===== config.mk =====
export PLATFORM = sky130hd
export DESIGN_NAME = mc_ctrl_hs
export DESIGN_NICKNAME = d
export VERILOG_FILES = /design/src/rtl/mc_ctrl_pkg.sv /design/src/rtl/mc_ctrl_decode.sv /design/src/rtl/mc_ctrl_hs.sv
export SDC_FILE = /design/constraint.sdc
export NUM_CORES = 1
export LEC_CHECK = 0
export ABC_AREA = 1
export CORE_UTILIZATION = 52
export DETAILED_ROUTE_END_ITERATION = 6
export GPL_ROUTABILITY_DRIVEN = 0
export PLACE_DENSITY = 0.86
export SETUP_SLACK_MARGIN = 0.15
export SLEW_MARGIN = 20
export SYNTH_ARGS = -nofsm -noshare
export SYNTH_HDL_FRONTEND = slang
export SYNTH_SLANG_ARGS = --single-unit

===== constraint.sdc =====
create_clock -name clk -period 3.8 [get_ports clk]
set_input_delay 0.95 -clock clk [delete_from_list [all_inputs] [get_ports clk]]
set_output_delay 0.95 -clock clk [all_outputs]
set_load 0.05 [all_outputs]

===== src/rtl/mc_ctrl_pkg.sv =====
// Shared encodings for the multi-cycle MIPS controller: state codes, ALUOp codes,
// opcode/funct values and datapath mux selects.
package mc_ctrl_pkg;

  typedef enum logic [2:0] {
    S_IF  = 3'd0,
    S_ID  = 3'd1,
    S_EX  = 3'd2,
    S_MEM = 3'd3,
    S_WB  = 3'd4
  } state_t;

  localparam logic [2:0] ALU_ADD   = 3'd0;
  localparam logic [2:0] ALU_BEQ   = 3'd1;
  localparam logic [2:0] ALU_RTYPE = 3'd2;
  localparam logic [2:0] ALU_ADDIU = 3'd3;
  localparam logic [2:0] ALU_ANDI  = 3'd4;
  localparam logic [2:0] ALU_SLTI  = 3'd5;
  localparam logic [2:0] ALU_SLTIU = 3'd6;

  localparam logic [5:0] OP_RTYPE = 6'h00;
  localparam logic [5:0] OP_J     = 6'h02;
  localparam logic [5:0] OP_JAL   = 6'h03;
  localparam logic [5:0] OP_BEQ   = 6'h04;
  localparam logic [5:0] OP_ADDI  = 6'h08;
  localparam logic [5:0] OP_ADDIU = 6'h09;
  localparam logic [5:0] OP_SLTI  = 6'h0A;
  localparam logic [5:0] OP_SLTIU = 6'h0B;
  localparam logic [5:0] OP_ANDI  = 6'h0C;
  localparam logic [5:0] OP_LUI   = 6'h0F;
  localparam logic [5:0] OP_LW    = 6'h23;
  localparam logic [5:0] OP_SW    = 6'h2B;

  localparam logic [5:0] F_SLL  = 6'h00;
  localparam logic [5:0] F_SRL  = 6'h02;
  localparam logic [5:0] F_SRA  = 6'h03;
  localparam logic [5:0] F_JR   = 6'h08;
  localparam logic [5:0] F_JALR = 6'h09;
  localparam logic [5:0] F_ALU_LO = 6'h20;
  localparam logic [5:0] F_ALU_HI = 6'h2B;

  localparam logic IORD_PC     = 1'b0;
  localparam logic IORD_ALUOUT = 1'b1;

  localparam logic [1:0] M2R_MDR    = 2'b00;
  localparam logic [1:0] M2R_ALUOUT = 2'b01;
  localparam logic [1:0] M2R_PC     = 2'b10;

  localparam logic [1:0] DST_RT = 2'b00;
  localparam logic [1:0] DST_RD = 2'b01;
  localparam logic [1:0] DST_RA = 2'b10;

  localparam logic [1:0] SRCA_PC    = 2'b00;
  localparam logic [1:0] SRCA_A     = 2'b01;
  localparam logic [1:0] SRCA_SHAMT = 2'b10;

  localparam logic [1:0] SRCB_B      = 2'b00;
  localparam logic [1:0] SRCB_FOUR   = 2'b01;
  localparam logic [1:0] SRCB_IMM    = 2'b10;
  localparam logic [1:0] SRCB_IMM_SH = 2'b11;

  localparam logic [1:0] PCS_ALU    = 2'b00;
  localparam logic [1:0] PCS_ALUOUT = 2'b01;
  localparam logic [1:0] PCS_JUMP   = 2'b10;

  // Loads, stores, addi and lui all just add; the rest use their own ALU code.
  function automatic logic [2:0] imm_alu_op(input logic [5:0] op);
    case (op)
      OP_ADDIU: imm_alu_op = ALU_ADDIU;
      OP_ANDI:  imm_alu_op = ALU_ANDI;
      OP_SLTI:  imm_alu_op = ALU_SLTI;
      OP_SLTIU: imm_alu_op = ALU_SLTIU;
      default:  imm_alu_op = ALU_ADD;
    endcase
  endfunction

endpackage


===== src/rtl/mc_ctrl_decode.sv =====
// Combinational instruction classifier: turns OpCode/Funct into the class flags
// the controller sequences on, and flags anything it cannot decode.
module mc_ctrl_decode (
  input  logic [5:0] OpCode,
  input  logic [5:0] Funct,
  output logic       is_rtype,
  output logic       is_imm,
  output logic       is_load,
  output logic       is_store,
  output logic       is_branch,
  output logic       is_jump,
  output logic       is_link,
  output logic       is_shift,
  output logic       illegal
);
  import mc_ctrl_pkg::*;

  logic funct_shift;
  logic funct_ok;

  assign funct_shift = (Funct == F_SLL) || (Funct == F_SRL) || (Funct == F_SRA);
  assign funct_ok    = funct_shift || (Funct == F_JR) || (Funct == F_JALR) ||
                       ((Funct >= F_ALU_LO) && (Funct <= F_ALU_HI));

  always_comb begin
    is_rtype  = 1'b0;
    is_imm    = 1'b0;
    is_load   = 1'b0;
    is_store  = 1'b0;
    is_branch = 1'b0;
    is_jump   = 1'b0;
    is_link   = 1'b0;
    is_shift  = 1'b0;
    illegal   = 1'b0;
    case (OpCode)
      OP_RTYPE: begin
        if (funct_ok) begin
          is_rtype = 1'b1;
          is_shift = funct_shift;
          is_jump  = (Funct == F_JR) || (Funct == F_JALR);
          is_link  = (Funct == F_JALR);
        end else begin
          illegal = 1'b1;
        end
      end
      OP_J:   is_jump = 1'b1;
      OP_JAL: begin
        is_jump = 1'b1;
        is_link = 1'b1;
      end
      OP_BEQ: is_branch = 1'b1;
      OP_ADDI, OP_ADDIU, OP_SLTI, OP_SLTIU, OP_ANDI, OP_LUI: is_imm = 1'b1;
      OP_LW: begin
        is_imm  = 1'b1;
        is_load = 1'b1;
      end
      OP_SW: begin
        is_imm   = 1'b1;
        is_store = 1'b1;
      end
      default: illegal = 1'b1;
    endcase
  end

endmodule


===== src/rtl/mc_ctrl_hs.sv =====
// Multi-cycle MIPS control unit with mem_req/mem_ready handshake, retire counter and
// illegal-op reporting; MC_CTRL_MEM_TIMEOUT_EN adds a stall-timeout memory fault.
module mc_ctrl_hs #(
  parameter int ALUOP_W     = 4,
  parameter int RET_CNT_W   = 32,
  parameter int MEM_TIMEOUT = 16
) (
  input  logic                 clk,
  input  logic                 reset,
  input  logic [5:0]           OpCode,
  input  logic [5:0]           Funct,
  input  logic                 mem_ready,
  output logic                 mem_req,
  output logic                 PCWrite,
  output logic                 PCWriteCond,
  output logic                 MemWrite,
  output logic                 MemRead,
  output logic                 IRWrite,
  output logic                 RegWrite,
  output logic                 ExtOp,
  output logic                 LuiOp,
  output logic                 IorD,
  output logic [1:0]           MemtoReg,
  output logic [1:0]           RegDst,
  output logic [1:0]           ALUSrcA,
  output logic [1:0]           ALUSrcB,
  output logic [ALUOP_W-1:0]   ALUOp,
  output logic [1:0]           PCSource,
  output logic [2:0]           state,
  output logic                 illegal_op,
  output logic                 retire,
  output logic [RET_CNT_W-1:0] retired_cnt,
  output logic                 mem_fault
);
  import mc_ctrl_pkg::*;

  state_t     state_q, state_d;
  logic [2:0] alu_op;
  logic       timeout_hit;
  logic       is_rtype, is_imm, is_load, is_store, is_branch;
  logic       is_jump, is_link, is_shift, illegal;

  mc_ctrl_decode u_decode (
    .OpCode   (OpCode),
    .Funct    (Funct),
    .is_rtype (is_rtype),
    .is_imm   (is_imm),
    .is_load  (is_load),
    .is_store (is_store),
    .is_branch(is_branch),
    .is_jump  (is_jump),
    .is_link  (is_link),
    .is_shift (is_shift),
    .illegal  (illegal)
  );

`ifdef MC_CTRL_MEM_TIMEOUT_EN
  localparam int TO_W = (MEM_TIMEOUT > 1) ? $clog2(MEM_TIMEOUT) : 1;
  localparam logic [TO_W-1:0] TO_LAST = TO_W'(MEM_TIMEOUT - 1);

  logic [TO_W-1:0] to_cnt;
  logic            mem_stall;

  assign mem_stall   = ((state_q == S_IF) || (state_q == S_MEM)) && !mem_ready;
  assign timeout_hit = mem_stall && (to_cnt == TO_LAST);

  // Any state change other than a timeout only happens on mem_ready, so clearing
  // on "not stalling" also covers the state-change case.
  always_ff @(posedge clk or posedge reset) begin
    if (reset)
      to_cnt <= '0;
    else if (mem_stall && !timeout_hit)
      to_cnt <= to_cnt + 1'b1;
    else
      to_cnt <= '0;
  end
`else
  logic unused_timeout_cfg;
  assign unused_timeout_cfg = ^MEM_TIMEOUT;
  assign timeout_hit        = 1'b0;
`endif

  always_ff @(posedge clk or posedge reset) begin
    if (reset) begin
      state_q     <= S_IF;
      retired_cnt <= '0;
    end else begin
      state_q <= state_d;
      if (retire)
        retired_cnt <= retired_cnt + 1'b1;
    end
  end

  always_comb begin
    state_d     = S_IF;
    mem_req     = 1'b0;
    PCWrite     = 1'b0;
    PCWriteCond = 1'b0;
    MemWrite    = 1'b0;
    MemRead     = 1'b0;
    IRWrite     = 1'b0;
    RegWrite    = 1'b0;
    ExtOp       = 1'b0;
    LuiOp       = 1'b0;
    IorD        = IORD_PC;
    MemtoReg    = M2R_MDR;
    RegDst      = DST_RT;
    ALUSrcA     = SRCA_PC;
    ALUSrcB     = SRCB_B;
    alu_op      = ALU_ADD;
    PCSource    = PCS_ALU;
    illegal_op  = 1'b0;
    retire      = 1'b0;
    mem_fault   = timeout_hit;
    case (state_q)
      S_IF: begin
        mem_req = 1'b1;
        MemRead = 1'b1;
        ALUSrcB = SRCB_FOUR;
        PCWrite = mem_ready;
        IRWrite = mem_ready;
        state_d = mem_ready ? S_ID : S_IF;
      end
      S_ID: begin
        ALUSrcB = SRCB_IMM_SH;
        ExtOp   = 1'b1;
        state_d = S_EX;
      end
      S_EX: begin
        if (illegal) begin
          illegal_op = 1'b1;
        end else if (is_rtype) begin
          ALUSrcA = is_shift ? SRCA_SHAMT : SRCA_A;
          if (is_jump) begin
            PCWrite  = 1'b1;
            RegWrite = is_link;
            RegDst   = is_link ? DST_RD : DST_RT;
            MemtoReg = is_link ? M2R_PC : M2R_MDR;
            retire   = 1'b1;
          end else begin
            alu_op  = ALU_RTYPE;
            state_d = S_WB;
          end
        end else if (is_imm) begin
          ALUSrcA = SRCA_A;
          ALUSrcB = SRCB_IMM;
          ExtOp   = (OpCode != OP_ANDI);
          LuiOp   = (OpCode == OP_LUI);
          alu_op  = imm_alu_op(OpCode);
          state_d = (is_load || is_store) ? S_MEM : S_WB;
        end else if (is_branch) begin
          PCWriteCond = 1'b1;
          ALUSrcA     = SRCA_A;
          alu_op      = ALU_BEQ;
          PCSource    = PCS_ALUOUT;
          retire      = 1'b1;
        end else begin
          PCWrite  = 1'b1;
          PCSource = PCS_JUMP;
          RegWrite = is_link;
          RegDst   = is_link ? DST_RA : DST_RT;
          MemtoReg = is_link ? M2R_PC : M2R_MDR;
          retire   = 1'b1;
        end
      end
      S_MEM: begin
        mem_req  = 1'b1;
        IorD     = IORD_ALUOUT;
        MemRead  = is_load;
        MemWrite = is_store;
        if (mem_ready) begin
          state_d = is_load ? S_WB : S_IF;
          retire  = !is_load;
        end else begin
          state_d = timeout_hit ? S_IF : S_MEM;
        end
      end
      S_WB: begin
        RegWrite = 1'b1;
        RegDst   = is_rtype ? DST_RD : DST_RT;
        MemtoReg = is_load ? M2R_MDR : M2R_ALUOUT;
        retire   = 1'b1;
      end
      default: state_d = S_IF;
    endcase

    // Reset must silence the memory port and every write enable right away.
    if (reset) begin
      mem_req     = 1'b0;
      PCWrite     = 1'b0;
      PCWriteCond = 1'b0;
      MemWrite    = 1'b0;
      MemRead     = 1'b0;
      IRWrite     = 1'b0;
      RegWrite    = 1'b0;
      ExtOp       = 1'b0;
      LuiOp       = 1'b0;
      IorD        = 1'b0;
      MemtoReg    = 2'b00;
      RegDst      = 2'b00;
      ALUSrcA     = 2'b00;
      ALUSrcB     = 2'b00;
      alu_op      = 3'd0;
      PCSource    = 2'b00;
      illegal_op  = 1'b0;
      retire      = 1'b0;
      mem_fault   = 1'b0;
    end
  end

  assign ALUOp = ALUOP_W'(alu_op);
  assign state = reset ? 3'd0 : state_q;

endmodule


==> results.ini <==
[setup_path]
critPathLaunchType=input port
crit_required_ns=2.85
cp.arrival_ns=2.67
slowest_stage=clkdlybuf4s50_1
slowest_delay_ns=0.52
worstSetupEndpointType=output pin
critPathKind=input port to output pin
critical_path.startpoint=Funct[3]
reg2reg_to=retired_cnt[11]
r2r_cells=6
crit_top_cell=nand3_4
crit-reg2reg-launch=state_q[0]
worstPathCellList=clkdlybuf4s50_1 > inv_1 > nor2_2 > nand3_2 > nand3_1 > nand2_2 > nand3_4 > nand3_4 > nor3_4 > buf_12
critPathMaxFanout=5
endpoint=RegDst[1]
r2r_slack_ns=1.81

[routing]
vias_per_cell=5.59
via_count=3150
wl_per_cell_um=15.5
drc=0
firstDrtPassIters=5
ant_nets=0
drtIter0Drc=397
drt_wl_total_um=8730

[final_layout]
nNetsFinal=512
multi_input_comb_area_um2=1730
diodes=0
nFillCells=294
fin_util_pct=82.1
drive_above_1_share_pct=17.5
layout.cells.most_common=nand2_1
mostFrequentLayoutCells=nand2_1, nand3_1, nor2_1
seq_area_um2=876
syn_to_final_growth_pct=47.7

[yosys]
ys_seq_area_share_pct=32.5
synth-edff-count=0
synth_cell_type_count=28
yosysWarnings=0
synth-seq-cells=35
syn_area_per_cell_um2=6.40
synth-async-reset-ratio_pct=100
synth_ff_type=dfrtp_1
synthCells=421
synth_area_um2=2690

[die]
dieArea_um2=5470
die_h_um=74.0
io_pins=77
core_area_um2=4850
num_rows=25
start_util_pct=55.6
die_w_um=74.0

[grt]
grt_usage_pct=31.3
overflow=0
grt_max_degree=68
grt_pass1_wl_um=13100
grt_pass1_vias=2844
antenna_found_initial=0

[sta]
drv_slew=0
slew-limit-headroom_pct=51.8
rsz0062_at_grt=false
fmax_mhz=276
hold_violations=0
tightest_slew_ns=0.719
setup_viol_count_final=0
whs_ns=0.536
finalCritPeriodShare_pct=95.3
final.min_clock_period_ns=3.62
finClkSkew_ns=0.00576
setup_ws_ns=0.180

[cts]
clockRootBuffer=clkbuf_8
cts.sinks=35
path_clk_slew_ns=0.08
cts_tree=yes
clk_path_buf_depth=2
cts_buffers=5
worstSkewPairLatency_ns=0.29
htreeDepth=2

[place]
dpl.hpwl_um=5930
io_buffer_count=74
place_ws_ns=-0.116

[status]
outcome=finished, final reports clean

[power]
power.density_nw_per_um2=336
peakVddDrop_uv=377
leakage_nw=1.93

[run]
cap_viol_max_count=0

[worst_hold_path]
worstHoldPathType=flip-flop to flip-flop
hold_path_depth=2

timing repair:
action,CTS,global route
hold buffers,0,0
gates cloned,0,1
setup endpoints to repair,11,17
setup buffers,0,3
gates resized for setup,13,24
pin swaps,1,10
cells in the mapped netlist (5+ instances only):
master    number  area share [%]
xor2_1        18             5.9
clkbuf_1       6            0.84
nand4_1        8             1.9
inv_1         37             5.2
xnor2_1       10             3.3
nand3_1       53             9.8
nor3_1        17             3.2
a21oi_1        6             1.1
dfrtp_1       35              33
nor2_1        53             7.4
nand2_1      137              19
buf_4          6             1.7
inv_2          5            0.70
registers in the layout (all words and copies together), names as in the netlist:
signal	count
retired_cnt	32
state_q	3
layout make-up:
type	count	area share, %
multi-input combinational	330	43.4
timing repair buffer	82	25.7
sequential	35	22.0
inverter	42	3.96
tap	67	2.11
clock buffer	5	1.73
clock inverter	3	1.10
cell families (layout without fill, tap and decap cells):
| group | Yosys count | count (layout) | share of synthesized area [%] |
|---|---|---|---|
| fa+ha+maj | 1 | 1 | 0.464 |
| other cells | 1 | 2 | 0.139 |
| compound gates | 15 | 15 | 3.21 |
| buf+inv | 58 | 132 | 9.10 |
| flops | 35 | 35 | 32.5 |
| simple gates | 283 | 284 | 45.5 |
| xor+xnor | 28 | 28 | 9.10 |
critical path: cells and delay by family:
kind	cells	cell delay [ns]
simple gates	7	0.96
buf+inv	3	0.75
through the flow:
| step | TNS [ns] | instances | area, um^2 | total power, W |
|---|---|---|---|---|
| finish | 0 | 564 | 3980 | 0.00134 |
| global route | 0 | 564 | 3980 | 0.00139 |
| CTS | 0 | 560 | 3850 | 0.00131 |
| detailed placement | -0.715 | 552 | 3680 | 0.000961 |
| global placement | -0.0626 | 552 | 3680 | 0.000951 |
| floorplan | 0 | 422 | 2710 | 0.000757 |
where the power goes:
group          total [W]  internal, W  switching, W
sequential      0.000426     0.000393     0.0000325
clock           0.000345     0.000195      0.000150
combinational   0.000567     0.000185      0.000382
total            0.00134     0.000774      0.000564
metal layers:
layer | routed length (um) | global-route usage, %
met4 | 244 | 10.3
met1 | 3580 | 40.8
met3 | 869 | 9.21
met5 | 0 | 0
met2 | 4040 | 49.8
how the worst min path moves through the flow:
| stage | slack [ns] | startpoint | to |
|---|---|---|---|
| floorplan | 0.59 | state_q[1] | state_q[1] |
| global placement | 0.50 | retired_cnt[31] | retired_cnt[31] |
| detailed placement | 0.52 | retired_cnt[31] | retired_cnt[31] |
| CTS | 0.54 | retired_cnt[31] | retired_cnt[31] |
| global route | 0.56 | retired_cnt[31] | retired_cnt[31] |
| finish | 0.54 | retired_cnt[31] | retired_cnt[31] |
No activity file was read; power rests on OpenSTA's default activity.
==> variant: new RTL, same flow settings <==
`ALUOP_W`: 4 -> 5.
--- a/src/rtl/mc_ctrl_hs.sv
+++ b/src/rtl/mc_ctrl_hs.sv
@@ -3,3 +3,3 @@
 module mc_ctrl_hs #(
-  parameter int ALUOP_W     = 4,
+  parameter int ALUOP_W     = 5,
   parameter int RET_CNT_W   = 32,
Ports: changed (resized ALUOp); port bits go from 77 to 78. No check against the original RTL was run, so the function may have changed too.
==> variant against the unedited design <==
  * Routed wire length grew 0.66%
  * Setup slack lost 0.024 ns
  * Design area shrank 1.6%
  * Sequential cell count is the same
  * Combinational power shrank 2%
  * Synthesized area grew 0.28%
  * Power shrank 2.4%
  * Clock power shrank 6.4%
  * Hold slack lost 0.021 ns
  * Largest cell class unchanged
  * Highest routed layer unchanged
==> variant: results (changes against the unedited design) <==
| Metric | Value |
|---|---|
| Worst reg2reg path depth | `8 (+2)` |
| Layout cells sized above 1 | `16.06% (-1.4 points)` |
| Wire per inst | `15.55 um (+0.49%)` |
| Worst-path clk slew | `0.06 ns (-0.02 ns)` |
| Worst R2R Setup Slack | `1.89 ns (+0.08 ns)` |
| Vias in the first global route | `2,984 (+4.9%)` |
| Leakage | `1.882 nW (-2.2%)` |
| Cells after Synth | `422 (+0.24%)` |
| Maximum VDD drop | `0.0004604 V (+22%)` |
| Total Routing Usage GR | `33.91% (+2.6 points)` |
| Final net count | `514 (+0.39%)` |
| 1st-iter DRT viols | `427 (+7.6%)` |
| Final critical-path setup slack | `0.1553 ns (-0.02425 ns)` |
| Reg2reg end | `retired_cnt[30]$_DFFE_PP0P_` |
| First-pass GRT wire length | `14,290 um (+8.7%)` |
| Synth area leaders | `dfrtp_1 (32%), nand2_1 (19%), nand3_1 (9.8%), nor2_1 (7.4%), xor2_1 (5.8%)` |
| Dpl hpwl | `6048 um (+1.9%)` |
| Post-CTS Setup Inserts | `2 (+2)` |
| Final Skew | `0.009969 ns (+0.004210 ns)` |
| Critical Path AT | `2.69 ns (+0.02 ns)` |
| Synth Area in Compound Gates | `3.196% (-0.0089 points)` |
| Worst stage delay on the critical path | `0.32 ns (-0.20 ns)` |
| Slew @ Worst Pin | `0.7064 ns (-0.01263 ns)` |
| Sw Share | `41.15% (-1.0 points)` |
| Timing startpoint of the critical path | `OpCode[1]` |
| Resize count post-CTS | `22 (+9)` |
| Synth Area in Adders | `0.4632% (-0.0013 points)` |
| Drt total wl | `8788 um (+0.66%)` |
| Vias post-DR | `3,274 (+3.9%)` |
| Crit-path slowest cell | `nor3_1` |
| Placed cell areas | `3696 um2 (+0.31%)` |
| Status | `finished, final reports clean` |
| Worst slack, placed | `0.008999 ns (+0.1246 ns)` |
| DRT Pass-1 Iters | `7 (+2)` |
| WHS | `0.5147 ns (-0.02104 ns)` |
-- variant: cell count changes after synthesis, sizes merged --
cell,before,now
buf,10,11
-- variant: power groups by stage --
| stage | Combinational [mW] | Sequential [mW] | Clock [mW] |
|---|---|---|---|
| CTS | 0.542 | 0.428 | 0.324 |
| global route | 0.586 | 0.433 | 0.340 |
| detailed placement | 0.527 | 0.432 | 0 |
| floorplan | 0.300 | 0.461 | 0 |
| finish | 0.554 | 0.429 | 0.323 |
| global placement | 0.520 | 0.431 | 0 |
-- variant: layer usage --
layer,part of all wire (%),up-vias,global-route usage (%)
li1,-,1490,-
met1,41,1527,42.72
met2,47,213,55.56
met3,8.4,44,7.588
met4,4.3,0,15.17
met5,0,-,0
-- variant: layout make-up --
class	instances	area [um2]
well taps	67	83.83
clock buffers	6	72.57
multi-input cells	330	1674
flip-flops and latches	35	875.8
repair buffers	84	1021
inverters	42	157.7
clock inverters	1	30.03
fillers	323	933.4
